## config.mk

```make
export PLATFORM = sky130hd
export DESIGN_NAME = mc_control_fsm
export DESIGN_NICKNAME = d
export VERILOG_FILES = /design/src/rtl/mc_control_fsm.sv
export SDC_FILE = /design/constraint.sdc
export NUM_CORES = 1
export LEC_CHECK = 0
export ABC_CLOCK_PERIOD_IN_PS = 1700
export CORE_MARGIN = 2
export CORE_UTILIZATION = 39
export CTS_CLUSTER_SIZE = 24
export DETAILED_ROUTE_END_ITERATION = 8
export PLACE_DENSITY = 0.76
export SYNTH_ARGS = -nofsm -noshare
export SYNTH_HDL_FRONTEND = slang
export SYNTH_SLANG_ARGS = --single-unit
export TNS_END_PERCENT = 1
```

## constraint.sdc

```tcl
create_clock -name clk -period 1.7 [get_ports clk]
set_input_delay 0.34 -clock clk [delete_from_list [all_inputs] [get_ports clk]]
set_output_delay 0.34 -clock clk [all_outputs]
set_load 0.1 [all_outputs]
```

## src/rtl/mc_control_fsm.sv

```systemverilog
// Multicycle control sequencer for the kianv rv32im core: fetch/decode/execute/memory/writeback
// strobes, optional M-extension dispatch, sticky halt on illegal opcode. Define BUS_TIMEOUT_EN for the memory watchdog.
module mc_control_fsm #(
   parameter int MULDIV      = 1,
   parameter int TIMEOUT_W   = 8,
   parameter int MEM_TIMEOUT = 255
) (
   input  logic       clk,
   input  logic       resetn,
   input  logic [6:0] op,
   input  logic       funct7b0,
   input  logic       Zero,
   output logic       AdrSrc,
   output logic       IRWrite,
   output logic [1:0] ALUSrcA,
   output logic [1:0] ALUSrcB,
   output logic [1:0] ALUOp,
   output logic [1:0] ResultSrc,
   output logic       PCWrite,
   output logic       RegWrite,
   output logic       MemWrite,
   output logic       ALUOutWrite,
   output logic       mem_valid,
   input  logic       mem_ready,
   output logic       alu_valid,
   input  logic       alu_ready,
   output logic       trap,
   output logic [1:0] trap_cause,
   output logic       halted
);

   localparam logic [6:0] OP_LOAD   = 7'b0000011;
   localparam logic [6:0] OP_STORE  = 7'b0100011;
   localparam logic [6:0] OP_RTYPE  = 7'b0110011;
   localparam logic [6:0] OP_ITYPE  = 7'b0010011;
   localparam logic [6:0] OP_JAL    = 7'b1101111;
   localparam logic [6:0] OP_JALR   = 7'b1100111;
   localparam logic [6:0] OP_BRANCH = 7'b1100011;
   localparam logic [6:0] OP_LUI    = 7'b0110111;
   localparam logic [6:0] OP_AUIPC  = 7'b0010111;

   localparam logic [1:0] CAUSE_ILLEGAL = 2'd1;
   localparam logic [1:0] CAUSE_BUS     = 2'd2;

   typedef enum logic [4:0] {
      S_FETCH, S_DECODE, S_MEMADR, S_LOAD, S_MEMWB, S_STORE, S_EXECR, S_EXECI, S_MULDIV,
      S_ALUWB, S_JAL, S_JALR, S_BRANCH, S_LUI, S_AUIPC, S_ILLEGAL, S_HALT
   } state_t;

   if (MEM_TIMEOUT >= (1 << TIMEOUT_W)) begin : g_bad_cfg
      $error("MEM_TIMEOUT must be below 2**TIMEOUT_W");
   end

   state_t     r_state;
   state_t     w_next;
   logic [1:0] r_trap_cause;
   logic       w_pc_update;
   logic       w_branch;
   logic       w_trap;
   logic [1:0] w_cause;
   logic       w_tmo;

`ifdef BUS_TIMEOUT_EN
   logic [TIMEOUT_W-1:0] r_tmo_cnt;
   logic                 w_mem_wait;

   assign w_mem_wait = (r_state == S_FETCH) || (r_state == S_LOAD) || (r_state == S_STORE);
   // Fires on the MEM_TIMEOUT-th unanswered cycle; a mem_ready in that same cycle takes priority.
   assign w_tmo = w_mem_wait && !mem_ready && (r_tmo_cnt == TIMEOUT_W'(MEM_TIMEOUT - 1));

   always_ff @(posedge clk or negedge resetn) begin
      if (!resetn) begin
         r_tmo_cnt <= '0;
      end else if (w_mem_wait && !mem_ready && !w_tmo) begin
         r_tmo_cnt <= r_tmo_cnt + TIMEOUT_W'(1);
      end else begin
         r_tmo_cnt <= '0;
      end
   end
`else
   assign w_tmo = 1'b0;
`endif

   // NOTE: state uses non-blocking assignments so every register samples pre-edge values together.
   always_ff @(posedge clk or negedge resetn) begin
      if (!resetn) begin
         r_state      <= S_FETCH;
         r_trap_cause <= 2'd0;
      end else begin
         r_state <= w_next;
         if (w_trap) begin
            r_trap_cause <= w_cause;
         end
      end
   end

   // NOTE: every output gets a default first so no path through the case infers a latch.
   always_comb begin
      w_next      = r_state;
      w_pc_update = 1'b0;
      w_branch    = 1'b0;
      w_trap      = 1'b0;
      w_cause     = 2'd0;
      AdrSrc      = 1'b0;
      IRWrite     = 1'b0;
      ALUSrcA     = 2'd0;
      ALUSrcB     = 2'd0;
      ALUOp       = 2'd0;
      ResultSrc   = 2'd0;
      RegWrite    = 1'b0;
      MemWrite    = 1'b0;
      ALUOutWrite = 1'b0;
      mem_valid   = 1'b0;
      alu_valid   = 1'b0;
      halted      = 1'b0;

      case (r_state)
         S_FETCH: begin
            mem_valid = 1'b1;
            if (w_tmo) begin
               w_trap  = 1'b1;
               w_cause = CAUSE_BUS;
               w_next  = S_HALT;
            end else if (mem_ready) begin
               IRWrite     = 1'b1;
               ALUSrcB     = 2'd2;
               w_pc_update = 1'b1;
               w_next      = S_DECODE;
            end
         end
         S_DECODE: begin
            ALUSrcA     = 2'd1;
            ALUSrcB     = 2'd1;
            ALUOutWrite = 1'b1;
            case (op)
               OP_LOAD, OP_STORE: w_next = S_MEMADR;
               OP_RTYPE: begin
                  if (!funct7b0)        w_next = S_EXECR;
                  else if (MULDIV != 0) w_next = S_MULDIV;
                  else                  w_next = S_ILLEGAL;
               end
               OP_ITYPE:  w_next = S_EXECI;
               OP_JAL:    w_next = S_JAL;
               OP_JALR:   w_next = S_JALR;
               OP_BRANCH: w_next = S_BRANCH;
               OP_LUI:    w_next = S_LUI;
               OP_AUIPC:  w_next = S_AUIPC;
               default:   w_next = S_ILLEGAL;
            endcase
         end
         S_MEMADR: begin
            ALUSrcA     = 2'd2;
            ALUSrcB     = 2'd1;
            ALUOutWrite = 1'b1;
            w_next      = op[5] ? S_STORE : S_LOAD;
         end
         S_LOAD, S_STORE: begin
            AdrSrc    = 1'b1;
            mem_valid = 1'b1;
            MemWrite  = (r_state == S_STORE);
            if (w_tmo) begin
               w_trap  = 1'b1;
               w_cause = CAUSE_BUS;
               w_next  = S_HALT;
            end else if (mem_ready) begin
               w_next = (r_state == S_STORE) ? S_FETCH : S_MEMWB;
            end
         end
         S_MEMWB: begin
            ResultSrc = 2'd1;
            RegWrite  = 1'b1;
            w_next    = S_FETCH;
         end
         S_EXECR, S_EXECI: begin
            ALUSrcA     = 2'd2;
            ALUSrcB     = (r_state == S_EXECI) ? 2'd1 : 2'd0;
            ALUOp       = 2'd2;
            ALUOutWrite = 1'b1;
            w_next      = S_ALUWB;
         end
         S_MULDIV: begin
            ALUSrcA   = 2'd2;
            ALUOp     = 2'd2;
            alu_valid = 1'b1;
            if (alu_ready) begin
               ALUOutWrite = 1'b1;
               w_next      = S_ALUWB;
            end
         end
         S_ALUWB: begin
            RegWrite = 1'b1;
            w_next   = S_FETCH;
         end
         S_JAL: begin
            ALUSrcA     = 2'd1;
            ALUSrcB     = 2'd2;
            ALUOutWrite = 1'b1;
            w_pc_update = 1'b1;
            w_next      = S_ALUWB;
         end
         S_JALR: begin
            ALUSrcA     = 2'd2;
            ALUSrcB     = 2'd1;
            ALUOutWrite = 1'b1;
            w_next      = S_JAL;
         end
         S_BRANCH: begin
            ALUSrcA  = 2'd2;
            ALUOp    = 2'd1;
            w_branch = 1'b1;
            w_next   = S_FETCH;
         end
         S_LUI, S_AUIPC: begin
            ALUSrcA     = (r_state == S_AUIPC) ? 2'd1 : 2'd0;
            ALUSrcB     = 2'd1;
            ALUOutWrite = 1'b1;
            w_next      = S_ALUWB;
         end
         S_ILLEGAL: begin
            w_trap  = 1'b1;
            w_cause = CAUSE_ILLEGAL;
            w_next  = S_HALT;
         end
         S_HALT: begin
            halted = 1'b1;
         end
         default: w_next = S_FETCH;
      endcase

      PCWrite    = (w_branch & ~Zero) | w_pc_update;
      trap       = w_trap;
      trap_cause = w_trap ? w_cause : r_trap_cause;

      // NOTE: outputs are forced low while resetn is low so an in-flight request aborts without waiting for a clock.
      if (!resetn) begin
         AdrSrc      = 1'b0;
         IRWrite     = 1'b0;
         ALUSrcA     = 2'd0;
         ALUSrcB     = 2'd0;
         ALUOp       = 2'd0;
         ResultSrc   = 2'd0;
         PCWrite     = 1'b0;
         RegWrite    = 1'b0;
         MemWrite    = 1'b0;
         ALUOutWrite = 1'b0;
         mem_valid   = 1'b0;
         alu_valid   = 1'b0;
         trap        = 1'b0;
         trap_cause  = 2'd0;
         halted      = 1'b0;
      end
   end

endmodule

```

After elaboration in Yosys (flattened, before gate mapping). Index checks and enable logic that the tools add are counted.

Eq/ne operators: 28. Multiplexer cells: 45. Bitwise gates (word level): 4. Reduce and logical (&&, ||, !) cells: 14.

Operators by type and width (number): 5-bit case mux with 9 select lines (1); 5-bit by 4-bit equality test with 1-bit output, second input constant (8); 4-bit case mux with 8 select lines (1); 1-bit two-way mux (25); 7-bit by 6-bit equality test with 1-bit output, second input constant (3); 7-bit equality test, second input constant (3); 5-bit by 3-bit equality test with 1-bit output, second input constant (4); 5-bit two-way mux (3); 7-bit by 5-bit equality test with 1-bit output, second input constant (2); 2-bit two-way mux (7); 2-bit OR reduction (6); 5-bit by 2-bit equality test with 1-bit output, second input constant (2); 5-bit OR reduction (2); 2-bit case mux with 4 select lines (1); 8-bit OR reduction (1); 7-bit by 2-bit equality test with 1-bit output, second input constant (1); 3-bit two-way mux (2); 2-bit inequality test, second input constant (3); 2-bit case mux with 3 select lines (1); 3-bit OR reduction (2); 6-bit OR reduction (1); 5-bit by 1-bit equality test with 1-bit output, second input constant (1); 5-bit equality test, second input constant (1); 5-bit zero test (1); 7 further kinds (9).

Bits in registers: 7. Input port bits: 13. Output and inout bits: 20. Word-level logic and storage cells: 93.

Longest topological paths before layout.
Depth in word-level cells: 5. Mapped depth: 7. Mapped depth without buffers: 5.

Worst setup path before layout. OpenSTA, ideal clock, no wires.

Path kind: register to output. From: register r_state[1]. To: output ALUSrcB[1]. Arrival time: 3.778 ns. Data required time: 1.360 ns. Setup slack: -2.418 ns. Stages on the path, launching flop included: 6. Path buffers: 2. Cells stage by stage: dfrtp_1 buf_4 clkbuf_1 nor3b_1 a21oi_1 nor4_1.

Cells in the longest elaborated chain, start to end: 4. Elaborated cells on any way between the ends: 13. Those cells by class: 8 x eq/ne; 2 x mux; 3 x reduce/logical.

Ends and longest elaborated chain: from (decl) (RTL line 54) `state_t r_state;`; from (signal assigned) (RTL line 90) `r_state <= w_next;`; 5-bit by 4-bit equality test with 1-bit output (tied with other cells) (RTL line 117) `case (r_state)`; 5-bit OR reduction (no line) / 2-bit OR reduction (equally long branches); 2-bit case mux with 4 select lines * (RTL line 117); 2-bit two-way mux * (RTL line 235) `if (!resetn) begin`; to (decl) (RTL line 16) `output logic [1:0] ALUSrcB,`.

Every way passes the cells marked *; elsewhere a longest branch is shown, timed or not.

Worst setup path in the final report.
From: register r_state[1]. To: output PCWrite.

Cells in the longest elaborated chain, start to end: 5. Elaborated cells on any way between the ends: 8. Those cells by class: 2 x eq/ne; 3 x mux; 2 x bitwise; 1 x reduce/logical.

Ends and longest elaborated chain: 5-bit by 4-bit equality test with 1-bit output (RTL line 117); 1-bit two-way mux (RTL line 117); 1-bit AND (RTL line 230) `PCWrite = (w_branch & ~Zero) | w_pc_update;`; 1-bit bitwise OR * (RTL line 230); 1-bit two-way mux * (RTL line 235); to (decl) (RTL line 19) `output logic PCWrite,`.

Marked as above.

==> impl_metrics.yaml <==
place:
  gp_congestion: 0.923
  io_buffers: 31
  placed_area_um2: 1750
  place_hpwl_um: 2740
synthesis:
  synth_edf_count: 0
  synth_area_per_cell_um2: 6.76
  synth_commonest_cells: "nor2_1, nand2_1, a21oi_1"
  netlist_top_cells_area: "dfrtp_1, a21oi_1, nor2_1"
  netlist_instances: 130
  ys_ff_latch: 7
  synth_top_area_share_pct: 19.9
  synthesis.nets: 143
  syn-cell-area_um2: 878
  synth_ff_type: "dfrtp_1"
  synth_top_area_cell: "dfrtp_1"
  async_flop_share_pct: 100
  ys_types: 43
  synth_warnings: 0
  yosysMostFrequentCell: "nor2_1"
  ys_seq_area_share_pct: 19.9
global_route:
  grt_first_pass_wirelength_um: 5820
  antenna_found_initial: 0
  grtUsageTotal_pct: 29.2
  grt_max_degree: 16
  overflow: 0
  grt_pass1_vias: 1324
drt:
  wl_per_cell_um: 17.8
  drt_pass1_iterations: 4
  vias: 1296
  drt_iter0_drc: 60
  antenna_left: 0
  drc_errors: 0
  viasPerCell: 5.89
  wl_um: 3920
power:
  leakagePower_nw: 0.770
  total_power_w: 0.00356
  vdd_drop_max_v: 0.00183
  p_per_area_nw_per_um2: 1850
finish:
  antenna_cells: 0
  syn_to_final_growth_pct: 120
  layout-drive-gt1-share_pct: 55.2
  seq_area_um2: 179
  n_fill_cell: 103
  fin_nets: 206
  multiInputGateArea_um2: 866
  finish.instance_area_um2: 1930
timing:
  period_needed_ns: 2.18
  period_share_pct: 128
  finalSetupViolations: 20
  fmax_mhz: 460
  worst_hold_slack_ns: 0.465
  grt_setup_unrepaired: "yes"
  clock_skew_ns: 0.00169
  maxSlewViolCount: 0
  finalWorstSetupSlack_ns: -0.476
  hold_viol: 0
clock_tree:
  cts_tree: "built"
  cts_buffer_depth: 2
  path_clk_slew_ns: 0.06
  clkLatencyLatePin_ns: 0.27
  root_buffer: "clkbuf_4"
  htreeDepth: 1
  cts_buffers: 3
  cts_hold_buf: 0
  cts.sinks: 7
worst_setup_path:
  worstSetupPathType: "flop to output port"
  start_kind: "flop"
  required_ns: 1.36
  critPathArrivalTime_ns: 1.84
  path_max_fanout: 4
  crit_path_end_kind: "output port"
floorplan:
  start_util_pct: 40.5
  die-area_um2: 2650
  die_w_um: 51.5
  ios: 33
  core_area_um2: 2170
  rows: 17
  fp.dieH_um: 51.5
run:
  maxCapViolations: 0
run_status:
  status: "complete, but fails checks"
  violations: "setup timing"
worst_hold_path:
  hold_class: "flop to flop"
[worst max-delay path, cell delays in order (launching register included)]
cell and delay, ns:
dfrtp_2 0.45, or3_1 0.41, a2111oi_4 0.34, or2_4 0.20, buf_12 0.17
[state kept, by name, indices dropped and copies added, names as in the netlist]
register,flops
r_state,5
r_trap_cause,2
[path summary, 6_finish.rpt]
check / cells past startpoint / endpoint / slack [ns] / from
max in group asynchronous: 3 / r_state[1] / 0.95 / resetn
worst max register to register: 7 / r_state[0] / -0.17 / r_state[1]
worst min register to register: 1 / r_trap_cause[0] / 0.47 / r_trap_cause[0]
worst min-delay path: 1 / r_trap_cause[0] / 0.47 / r_trap_cause[0]
worst max-delay path: 4 / PCWrite / -0.48 / r_state[1]
min in group asynchronous: 2 / r_state[4] / 0.48 / resetn
[area by class of cell]
| cell class | count | area share, % |
|---|---|---|
| multi-input cells | 107 | 44.9 |
| repair buffers | 68 | 41.3 |
| flip-flops and latches | 7 | 9.28 |
| well taps | 28 | 1.82 |
| inverters | 6 | 1.30 |
| clock buffers | 3 | 1.17 |
| clock inverters | 1 | 0.260 |
[routing by layer]
layer	up-vias	part of all wire (%)	GRT usage, %
met5	-	0	0
met4	0	4.4	15.4
met3	20	6.7	4.39
met2	74	52	52.8
met1	611	37	32.5
li1	591	-	-
[kinds of logic after synthesis]
| kind of cell | count (synthesis) | synth area share (%) |
|---|---|---|
| AND/OR/NAND/NOR | 66 | 39.3 |
| multiplexers | 2 | 2.56 |
| XOR/XNOR | 3 | 2.99 |
| AO/OA/AOI/OAI | 34 | 24.6 |
| flip-flops | 7 | 19.9 |
| adder cells (fa/ha/maj) | 1 | 1.28 |
| buffers and inverters | 16 | 8.83 |
| other | 1 | 0.427 |
[placed cells by master (no fill, tap or decap), types with 4 or more instances in the layout]
cell	count
a21oi_1	10
clkdlybuf4s50_1	11
nor2_1	8
dfrtp_1	4
nand2_1	15
nor2_2	7
inv_1	4
buf_12	19
buf_6	4
buf_4	33
o21ai_0	4
nand2b_1	4
[metrics by stage]
stage	setup TNS, ns	std cells	setup WS (ns)	util [%]
3_3_place_gp	-4.92	215	-0.436	80.5
6_report	-6.83	220	-0.476	88.9
5_1_grt	-7.80	220	-0.501	88.9
2_1_floorplan	-8.35	130	-0.621	-
4_1_cts	-6.17	219	-0.440	83.9
3_5_place_dp	-5.53	215	-0.532	80.5
[power breakdown]
| part | internal (W) | switching [W] |
|---|---|---|
| Clock | 0.0000869 | 0.0000785 |
| Sequential | 0.000233 | 0.0000888 |
| Combinational | 0.00123 | 0.00185 |
[repair_timing]
item                       4_1_cts  5_1_grt
buffers inserted                 0        1
hold endpoints to repair         0        0
resized for setup               11       22
pin swaps                        6        8
setup endpoints to repair       21       23
(Power assumes the default switching activity.)
